==> src/rtl/alu_pkg.sv <==
// Shared types for the iterative ALU: opcode and FSM state enums plus the
// shift-class decoder used by the control path.
package alu_pkg;

  typedef enum logic [2:0] {
    OP_ADD   = 3'b000,
    OP_SUB   = 3'b001,
    OP_ROR   = 3'b010,
    OP_ROL   = 3'b011,
    OP_NAND  = 3'b100,
    OP_XOR   = 3'b101,
    OP_SHR   = 3'b110,
    OP_PASSB = 3'b111
  } alu_op_t;

  typedef enum logic [1:0] {
    ST_IDLE  = 2'b00,
    ST_SHIFT = 2'b01,
    ST_DONE  = 2'b10
  } alu_state_t;

  function automatic logic is_shift(alu_op_t op);
    return (op == OP_ROR) || (op == OP_ROL) || (op == OP_SHR);
  endfunction

endpackage

==> src/rtl/alu_iter_if.sv <==
// Request/result bundle between the register-file read side and alu_iter.
interface alu_iter_if #(parameter int WIDTH = 8);
  logic             start;
  logic [2:0]       alu_cmd;
  logic [WIDTH-1:0] inA;
  logic [WIDTH-1:0] inB;
  logic             sc_i;
  logic             busy;
  logic             done;
  logic [WIDTH-1:0] rslt;
  logic             sc_o;
  logic             pari;
  logic             zero;
  logic             neq;

  modport master (output start, alu_cmd, inA, inB, sc_i,
                  input  busy, done, rslt, sc_o, pari, zero, neq);
  modport slave  (input  start, alu_cmd, inA, inB, sc_i,
                  output busy, done, rslt, sc_o, pari, zero, neq);
endinterface

==> src/rtl/alu_shift_step.sv <==
// One-bit ROR/ROL/SHR step; non-shift opcodes pass the value through.
module alu_shift_step
  import alu_pkg::*;
#(
  parameter int WIDTH = 8
) (
  input  logic [WIDTH-1:0] val_i,
  input  alu_op_t          op_i,
  input  logic             fill_i,
  output logic [WIDTH-1:0] val_o,
  output logic             bit_o
);

  always_comb begin
    val_o = val_i;
    bit_o = 1'b0;
    case (op_i)
      OP_ROR: begin
        val_o = {val_i[0], val_i[WIDTH-1:1]};
        bit_o = val_i[0];
      end
      OP_ROL: begin
        val_o = {val_i[WIDTH-2:0], val_i[WIDTH-1]};
        bit_o = val_i[WIDTH-1];
      end
      OP_SHR: begin
        val_o = {fill_i, val_i[WIDTH-1:1]};
        bit_o = val_i[0];
      end
      default: ;
    endcase
  end

endmodule

==> src/rtl/alu_iter.sv <==
// Clocked ALU: single-cycle arithmetic/logic, iterative one-bit-per-cycle shifts.
// Define ALU_ITER_BARREL_SHIFT_EN to resolve shifts combinationally in one cycle.
module alu_iter
  import alu_pkg::*;
#(
  parameter  int WIDTH = 8,
  localparam int CNT_W = $clog2(WIDTH) + 1
) (
  input  logic       clk,
  input  logic       reset,
  alu_iter_if.slave  bus
);

  localparam logic [WIDTH:0] ONE = (WIDTH+1)'(1);

  alu_state_t       state_q;
  logic [WIDTH-1:0] rslt_q;
  logic             sc_q, pari_q, zero_q, neq_q, done_q;

  alu_op_t          op_in;
  logic [31:0]      amt_full;
  logic [CNT_W-1:0] amt;
  logic [WIDTH-1:0] res_d;
  logic             c_d;

  assign op_in    = alu_op_t'(bus.alu_cmd);
  // Exact modulo so non-power-of-two widths wrap correctly.
  assign amt_full = 32'(bus.inB) % 32'(WIDTH);
  assign amt      = amt_full[CNT_W-1:0];

`ifdef ALU_ITER_BARREL_SHIFT_EN
  logic [WIDTH-1:0] stg [WIDTH];
  logic [WIDTH-2:0] bo;

  assign stg[0] = bus.inA;
  for (genvar k = 0; k < WIDTH-1; k++) begin : g_chain
    alu_shift_step #(.WIDTH(WIDTH)) u_step (
      .val_i (stg[k]),
      .op_i  (op_in),
      .fill_i(bus.sc_i),
      .val_o (stg[k+1]),
      .bit_o (bo[k])
    );
  end
`else
  logic [WIDTH-1:0] w_q, w_nxt;
  logic [CNT_W-1:0] cnt_q;
  alu_op_t          op_q;
  logic             fill_q, neq_p_q, w_bit;

  alu_shift_step #(.WIDTH(WIDTH)) u_step (
    .val_i (w_q),
    .op_i  (op_q),
    .fill_i(fill_q),
    .val_o (w_nxt),
    .bit_o (w_bit)
  );
`endif

  // Single-cycle result, taken straight from the request operands.
  always_comb begin
    res_d = '0;
    c_d   = 1'b0;
    case (op_in)
      OP_ADD:   {c_d, res_d} = {1'b0, bus.inA} + {1'b0, bus.inB};
      OP_SUB:   {c_d, res_d} = {1'b0, bus.inA} + {1'b0, ~bus.inB} + ONE;
      OP_NAND:  res_d = ~(bus.inA & bus.inB);
      OP_XOR:   res_d = bus.inA ^ bus.inB;
      OP_PASSB: res_d = bus.inB;
      default: begin
        res_d = bus.inA;
`ifdef ALU_ITER_BARREL_SHIFT_EN
        for (int k = 1; k < WIDTH; k++)
          if (amt == CNT_W'(k)) begin
            res_d = stg[k];
            c_d   = bo[k-1];
          end
`endif
      end
    endcase
  end

  always_ff @(posedge clk) begin
    if (reset) begin
      state_q <= ST_IDLE;
      rslt_q  <= '0;
      sc_q    <= 1'b0;
      pari_q  <= 1'b0;
      zero_q  <= 1'b1;
      neq_q   <= 1'b0;
      done_q  <= 1'b0;
`ifndef ALU_ITER_BARREL_SHIFT_EN
      w_q     <= '0;
      cnt_q   <= '0;
      op_q    <= OP_ADD;
      fill_q  <= 1'b0;
      neq_p_q <= 1'b0;
`endif
    end else begin
      done_q <= 1'b0;
      case (state_q)
        ST_IDLE: if (bus.start) begin
`ifndef ALU_ITER_BARREL_SHIFT_EN
          if (is_shift(op_in) && amt != '0) begin
            w_q     <= bus.inA;
            cnt_q   <= amt;
            op_q    <= op_in;
            fill_q  <= bus.sc_i;
            neq_p_q <= (bus.inA != bus.inB);
            state_q <= ST_SHIFT;
          end else
`endif
          begin
            rslt_q  <= res_d;
            sc_q    <= c_d;
            zero_q  <= (res_d == '0);
            pari_q  <= ^res_d;
            neq_q   <= (bus.inA != bus.inB);
            done_q  <= 1'b1;
            state_q <= ST_DONE;
          end
        end
`ifndef ALU_ITER_BARREL_SHIFT_EN
        ST_SHIFT: begin
          w_q   <= w_nxt;
          cnt_q <= cnt_q - CNT_W'(1);
          if (cnt_q == CNT_W'(1)) begin
            rslt_q  <= w_nxt;
            sc_q    <= w_bit;
            zero_q  <= (w_nxt == '0);
            pari_q  <= ^w_nxt;
            neq_q   <= neq_p_q;
            done_q  <= 1'b1;
            state_q <= ST_DONE;
          end
        end
`endif
        ST_DONE: state_q <= ST_IDLE;
        default: state_q <= ST_IDLE;
      endcase
    end
  end

  assign bus.busy = (state_q == ST_SHIFT);
  assign bus.done = done_q;
  assign bus.rslt = rslt_q;
  assign bus.sc_o = sc_q;
  assign bus.pari = pari_q;
  assign bus.zero = zero_q;
  assign bus.neq  = neq_q;

endmodule

==> src/flat_wrapper.sv <==
// flat-port wrapper written by rule: the top's interface ports become plain ports
module alu_iter_flat import alu_pkg::*;
#(
  parameter  int WIDTH = 8,
  localparam int CNT_W = $clog2(WIDTH) + 1
)
  (clk, reset, bus_start, bus_alu_cmd, bus_inA, bus_inB, bus_sc_i, bus_busy, bus_done, bus_rslt, bus_sc_o, bus_pari, bus_zero, bus_neq);
  alu_iter_if #(.WIDTH(WIDTH)) bus_i ();
  input  logic clk;
  input  logic reset;
  input wire logic [$bits(bus_i.start)-1:0] bus_start;
  input wire logic [$bits(bus_i.alu_cmd)-1:0] bus_alu_cmd;
  input wire logic [$bits(bus_i.inA)-1:0] bus_inA;
  input wire logic [$bits(bus_i.inB)-1:0] bus_inB;
  input wire logic [$bits(bus_i.sc_i)-1:0] bus_sc_i;
  output wire logic [$bits(bus_i.busy)-1:0] bus_busy;
  output wire logic [$bits(bus_i.done)-1:0] bus_done;
  output wire logic [$bits(bus_i.rslt)-1:0] bus_rslt;
  output wire logic [$bits(bus_i.sc_o)-1:0] bus_sc_o;
  output wire logic [$bits(bus_i.pari)-1:0] bus_pari;
  output wire logic [$bits(bus_i.zero)-1:0] bus_zero;
  output wire logic [$bits(bus_i.neq)-1:0] bus_neq;
  assign bus_i.start = bus_start;
  assign bus_i.alu_cmd = bus_alu_cmd;
  assign bus_i.inA = bus_inA;
  assign bus_i.inB = bus_inB;
  assign bus_i.sc_i = bus_sc_i;
  assign bus_busy = bus_i.busy;
  assign bus_done = bus_i.done;
  assign bus_rslt = bus_i.rslt;
  assign bus_sc_o = bus_i.sc_o;
  assign bus_pari = bus_i.pari;
  assign bus_zero = bus_i.zero;
  assign bus_neq = bus_i.neq;
  alu_iter #(.WIDTH(WIDTH)) u_core (.clk(clk), .reset(reset), .bus(bus_i));
endmodule
==> config.mk <==
export PLATFORM = sky130hd
export DESIGN_NAME = alu_iter_flat
export DESIGN_NICKNAME = d
export VERILOG_FILES = /design/src/rtl/alu_pkg.sv /design/src/rtl/alu_iter_if.sv /design/src/rtl/alu_shift_step.sv /design/src/rtl/alu_iter.sv /design/src/flat_wrapper.sv
export SDC_FILE = /design/constraint.sdc
export NUM_CORES = 1
export LEC_CHECK = 0
export ABC_AREA = 1
export ABC_CLOCK_PERIOD_IN_PS = 4100
export CORE_ASPECT_RATIO = 0.75
export CORE_UTILIZATION = 28
export DETAILED_ROUTE_END_ITERATION = 10
export PLACE_DENSITY = 0.47
export RECOVER_POWER = 25
export SLEW_MARGIN = 40
export SYNTH_ARGS = -nofsm -noshare
export SYNTH_HDL_FRONTEND = slang
export SYNTH_SLANG_ARGS = --single-unit
==> constraint.sdc <==
create_clock -name clk -period 4.1 [get_ports clk]
set_clock_uncertainty 0.15 [all_clocks]
set_input_delay 1.23 -clock clk [delete_from_list [all_inputs] [get_ports clk]]
set_output_delay 1.23 -clock clk [all_outputs]
set_load 0.01 [all_outputs]
=== After elaboration in Yosys (flattened, before gate mapping) ===
Cells that the tools add are included.

* Flip-flop bits (word level): 32
* Bits in latches: 0
* Bits in writable memories: 0
* Bits in read-only memories: 0
* Input port bits: 23
* Output and inout port bits: 14
* Logic and storage cells: 91
* Memories: 0

* $add $sub $neg: 4
* Multiply operators: 0
* Divide/modulo/power cells: 0
* Order comparisons: 0
* Equality and inequality tests: 17
* Shift operators: 0
* Mux-type cells: 38
* Bitwise operators: 4
* Reductions and logical operators: 16

{| class="wikitable"
|+ Operators by type and width
! operator !! number
|-
| $mux 8 || 5
|-
| $pmux 8 s5 || 1
|-
| $pmux 8 s2 || 2
|-
| $pmux 8 s3 || 1
|-
| $add 8x8->9 || 2
|-
| $logic_not 8->1 || 2
|-
| $not 8->8 || 2
|-
| $reduce_xor 8->1 || 2
|-
| $eq 3x3->1 const B || 5
|-
| $mux 1 || 15
|-
| $pmux 1 s2 || 7
|-
| $eq 3x2->1 const B || 4
|-
| $add 9x1->9 const B || 1
|-
| $and 8x8->8 || 1
|-
| $mux 4 || 2
|-
| $ne 8x8->1 || 1
|-
| $pmux 4 s2 || 1
|-
| $xor 8x8->8 || 1
|-
| $mux 2 || 3
|-
| $reduce_and 3->1 || 2
|-
| $eq 4x1->1 const B || 1
|-
| $ne 2x1->1 const B || 2
|-
| $ne 2x2->1 const B || 2
|-
| $pmux 2 s2 || 1
|-
| 12 further kinds || 13
|}

=== Longest topological paths before layout ===
* Depth in word-level cells: 8
* Mapped depth: 17
* Gate-level depth less buffers: 17

=== Modules after synthesis ===
A second synthesis with hierarchy kept.

* Cell total of the unflattened synthesis: 470
* Area, all modules: 2991.6 um^2

{| class="wikitable"
|+ Modules (own cells, without submodules)
! module !! times used !! cells each !! area each (um^2) !! sequential area each (um^2)
|-
| alu_iter || 1 || 425 || 2738.9 || 640.6
|-
| alu_shift_step || 1 || 45 || 252.7 || 0.0
|}

=== Least setup slack after synthesis ===
No wires, ideal clock.

* Path type: input to register
* Start point: in bus_inA[0]
* End point: reg u_core.pari_q (netlist: u_core.bus.pari)
* Library setup time: 0.134 ns
* Arrival: 3.227 ns
* Slack: 0.589 ns
* Stages on the path: 14
* Buffers on the path: 0
* Path through: inv_1 > ha_1 > fa_1 > o21ai_2 > nand3_1 > nand3_1 > nand3_1 > or2_1 > inv_1 > ha_1 > xnor2_1 > xnor2_1 > o211ai_1 > a21oi_1

* Cells in the longest elaborated chain, start to end: 7
* Elaborated cells on any way between the ends: 11
* Classes of those cells: 3 x add/sub; 4 x mux; 3 x bitwise; 1 x reduce/logical

{| class="wikitable"
|+ Ends and longest elaborated chain
! what !! RTL line !! RTL
|-
| start: declaration || flat_wrapper.sv:13 || <nowiki>input wire logic [$bits(bus_i.inA)-1:0] bus_inA;</nowiki>
|-
| $add 8x8->9 or $and 8x8->8 (tied branches) || alu_iter.sv:66, alu_iter.sv:67 ||
|-
| $add 9x1->9 or $not 8->8 (tied branches) || alu_iter.sv:66, alu_iter.sv:67 ||
|-
| $pmux 8 s5 (*) || alu_iter.sv:64 || <nowiki>case (op_in)</nowiki>
|-
| $reduce_xor 8->1 (*) || alu_iter.sv:117 || <nowiki>pari_q <= ^res_d;</nowiki>
|-
| $mux 1 (*) || alu_iter.sv:104 || <nowiki>if (is_shift(op_in) && amt != '0) begin</nowiki>
|-
| $mux 1 (*) || alu_iter.sv:102 || <nowiki>ST_IDLE: if (bus.start) begin</nowiki>
|-
| $pmux 1 s2 (*) || alu_iter.sv:101 || <nowiki>case (state_q)</nowiki>
|-
| end signal: assignment || alu_iter.sv:117 ||
|-
| end signal: assignment || alu_iter.sv:131 || <nowiki>pari_q <= ^w_nxt;</nowiki>
|-
| end: declaration || alu_iter.sv:18 || <nowiki>logic sc_q, pari_q, zero_q, neq_q, done_q;</nowiki>
|}

Mark *: on every way between the ends. The rest lies on a longest branch, timed or not. The select of a mux whose other input is x is not followed.
A chain may end at the register's enable or synchronous reset.

=== Final worst setup path ===
Same ends and word-level chain as after synthesis.

==> run summary <==
The run finished with clean final reports. The measured slew at the worst slew-check pin is 0.658 ns. The synthesis-to-layout area growth is 30.4%. The number of cells produced by synthesis came out at 464. TritonCTS built the clock tree. The overall power after layout came out at 1.19 mW. The synthesized area per cell is 6.29 sq um. The total of buffers placed on input and output ports came out at 36.

The remaining global-route overflow is 0. The number of antenna violations at the first check in global routing is 0. The total routing resource utilization after global routing came out at 0.179.

The antenna diode count is 0. In this design, the critical path's most frequently occurring cell is sky130_fd_sc_hd__nand3_1. The height of the chip came out at 90.4 um. In this run the remaining antenna-violating nets after routing total 0. The clock passes through at most 2 buffers. The number of synthesized flops with an enable pin is 0. The routed length per placed instance is 14.1 um. The fraction of layout cells with a size suffix above 1 is 0.133. The area of the die is 0.0108 sq mm. The final-stage net count is 583.

The wire length of the first global-routing pass came out at 15.2 mm. The number of top-level pins is 37. By area, the combinational part of the netlist is dominated by simple AND/OR/NAND/NOR gates. The clock period minus worst slack is 3.90 ns. Setup repair after global routing left no endpoint under its margin. The tightest min-delay check is of the flop to flop type. The arrival time of data at the critical path endpoint came out at 3.92 ns. The number of setup violations in the final report came out at 0. Broken down by cell family, the worst path's largest delay share belongs to adder cells. The worst-case IR drop observed on VDD is 0.133 mV. At the placement stage, the worst setup path has a slack of -0.0861 ns. By area the synthesized netlist is led by sky130_fd_sc_hd__dfxtp_1 (22%), sky130_fd_sc_hd__ha_1 (11%), sky130_fd_sc_hd__inv_1 (9.5%), sky130_fd_sc_hd__nand2_1 (9.5%), sky130_fd_sc_hd__nor2_1 (7.7%). The share of the synthesized area in compound gates (AO/OA/AOI/OAI) is 0.207. The adder-cell share of the synthesized area is 0.125. The leakage power is 1.85 nW. The number of failing hold endpoints at the final stage is 0. The number of cells on the worst reg-to-reg path is 13.

The detailed-router iteration count before antenna repair is 4. The clock network latency to the later pin of the worst-skew pair is 0.28 ns. The final RePlAce weighted congestion came out at 0.907.

The count of yosys warnings during synthesis came out at 0. The number of remaining DRC errors is 0. The cell with the biggest individual delay on the critical path is sky130_fd_sc_hd__clkdlybuf4s50_1. Synthesis inferred 32 register bits. The maximum clock rate came out at 257 MHz. The critical path required time came out at 4.12 ns.

The critical path crosses 15 cells after its start point. The number of sinks handled by clock tree synthesis came out at 32. The number of gates resized after cts is 0. In this run the critical register-to-register path is launched from u_core.op_q[1].

Summed over all layers, the routed wires come to 9.35 mm. The biggest cell delay along the critical path came out at 0.48 ns. The fraction of synthesized cell area taken by the top area cell type is 0.219. STA classifies the critical path startpoint as an input port. The via count of the first global-routing pass is 2889. In this run the critical register-to-register path is captured at u_core.bus.pari. The netlist area before placement came out at 0.00292 sq mm. The number of buffers and inverters on the critical path is 2.

For this design, the CTS-stage hold fixing added 0 buffers. After legalization and detailed placement, the total HPWL measured 7.52 mm. The fraction of the cycle the final worst path needs is 0.951. The die width came out at 120 um. The count of different cell masters after synthesis came out at 38.

The xor/xnor share of the synthesized area came out at 0.0180. The clock-pin slew on the worst setup and hold paths is 0.05 ns. Walking the worst path, the cells encountered are clkdlybuf4s50_1, inv_1, ha_1, fa_1, o21ai_2, nand3_1, nand3_1, nand3_1, nand3_1, nand2_1, ha_1, xnor2_1, xnor2_1, o211ai_1, a21oi_1. The net count of the mapped netlist came out at 515. The prevailing post-synth register cell is sky130_fd_sc_hd__dfxtp_1. The number of clock buffers added by TritonCTS is 5. The via density per instance came out at 4.80. In this run the cell area measured after placement is 0.00366 sq mm. The initial core utilization is 0.295. The root buffer cell chosen for the clock tree is sky130_fd_sc_hd__clkbuf_16.

Entering global routing, the biggest net connects 25 pins. The core outline area is 0.00989 sq mm. The setup slack on the worst flop-to-flop path came out at 1.85 ns. The finished cells cover 0.00381 sq mm. The share of async-settable or async-resettable flops after synthesis came out at 0.

The critical path class is input port to flop. Ranked by instance count, the synthesized netlist is headed by sky130_fd_sc_hd__inv_1 (74), sky130_fd_sc_hd__nand2_1 (74), sky130_fd_sc_hd__nor2_1 (60). The critical path ends at u_core.bus.pari. The share of cell area taken by muxes after synthesis came out at 0.

The top fanout value on the critical path came out at 3. Summed over all instances, the cell type with the most area after synthesis is sky130_fd_sc_hd__dfxtp_1. Dividing total power by cell area gives a power density of 313 mW/mm^2. The number of DRC violations after detailed-routing iteration 0 is 220. The worst setup path is captured at a flop. The relative slew slack came out at 0.561. The final max-slew violation count came out at 0. The H-tree depth is 2. The via total after detailed routing came out at 3191.

The slack of the critical path came out at 0.203 ns. The portion of the post-synthesis area used by sequential elements came out at 0.219. The cell row count is 31. The number of max-cap violations came out at 0. The most critical setup path has its startpoint at bus_inA[0]. The share of the core filled with cells in the final layout is 0.385.

The setup fix buffers added after clock tree synthesis came out at 0. The fraction of the mapped netlist area in simple logic gates came out at 0.296.
==> registers in the layout, indices dropped and copies added (netlist names), 2 cells and up <==
register and cells:
u_core.bus.rslt 8, u_core.w_q 8, u_core.cnt_q 4, u_core.op_q 3
u_core.state_q 2
==> kinds of logic after synthesis <==
group                      Yosys count
buffers and inverters               97
adders and majority gates           28
AOI/OAI and AO/OA                  104
xor gates and xnor gates             6
DFF                                 32
and+or+nand+nor                    197
==> power by group <==
part           switching, mW  leakage (nW)  total (mW)  internal (mW)
registers             0.0168         0.263       0.360          0.343
clock network          0.138        0.0766       0.377          0.239
logic                  0.254          1.51       0.453          0.199
==> worst min-delay path by stage <==
stage                           endpoint            from  slack [ns]  cells after the start
after floorplan           u_core.neq_p_q  u_core.neq_p_q        0.28                      2
after global placement    u_core.neq_p_q  u_core.neq_p_q        0.29                      2
after detailed placement  u_core.neq_p_q  u_core.neq_p_q        0.30                      2
after CTS                 u_core.neq_p_q  u_core.neq_p_q        0.31                      2
after global routing      u_core.neq_p_q  u_core.neq_p_q        0.33                      2
final                     u_core.neq_p_q  u_core.neq_p_q        0.30                      2
==> placed cells by master (no fill, tap or decap), types with 8 or more instances in the layout <==
master                            netlist  routed
sky130_fd_sc_hd__o22ai_1               14      14
sky130_fd_sc_hd__dlygate4sd3_1          0      11
sky130_fd_sc_hd__a21oi_1               33      33
sky130_fd_sc_hd__ha_1                  26      26
sky130_fd_sc_hd__clkdlybuf4s50_1        0      25
sky130_fd_sc_hd__inv_2                  8       8
sky130_fd_sc_hd__o21ai_1                9       9
sky130_fd_sc_hd__nand2_1               74      74
sky130_fd_sc_hd__nor2_1                60      60
sky130_fd_sc_hd__dfxtp_1               32      32
sky130_fd_sc_hd__inv_1                 74      74
sky130_fd_sc_hd__buf_4                  4      40
sky130_fd_sc_hd__o21ai_0               32      32
sky130_fd_sc_hd__nand3_1               43      43
==> area by class of cell <==
class	instances	area (sq um)
clock buffer	6	139
clock inverter	2	10.0
fill	1089	6080
inverter	82	308
multi-input combinational	335	1880
sequential	32	641
tap	132	165
timing repair buffer	76	661
==> worst min-delay path, delay by kind of cell (launching register included) <==
family	cells	cell delay [ns]
flip-flops	1	0.30
buffers and inverters	1	0.06
AO/OA/AOI/OAI	1	0.05
==> per-stage QoR <==
stage,TNS [ns],cells,hold slack (ns)
3_5_place_dp,-0.0861,657,0.299
2_1_floorplan,0,464,0.280
4_1_cts,0,665,0.308
5_1_grt,0,665,0.334
6_report,0,665,0.305
3_3_place_gp,-0.0366,657,0.294
==> routing by layer <==
metal / track usage / share of wire
met5: 0 / 0
met4: 0.0281 / 0.0060
met3: 0.0341 / 0.064
met2: 0.237 / 0.38
met1: 0.290 / 0.55
Power figures use the tool's default switching activity.
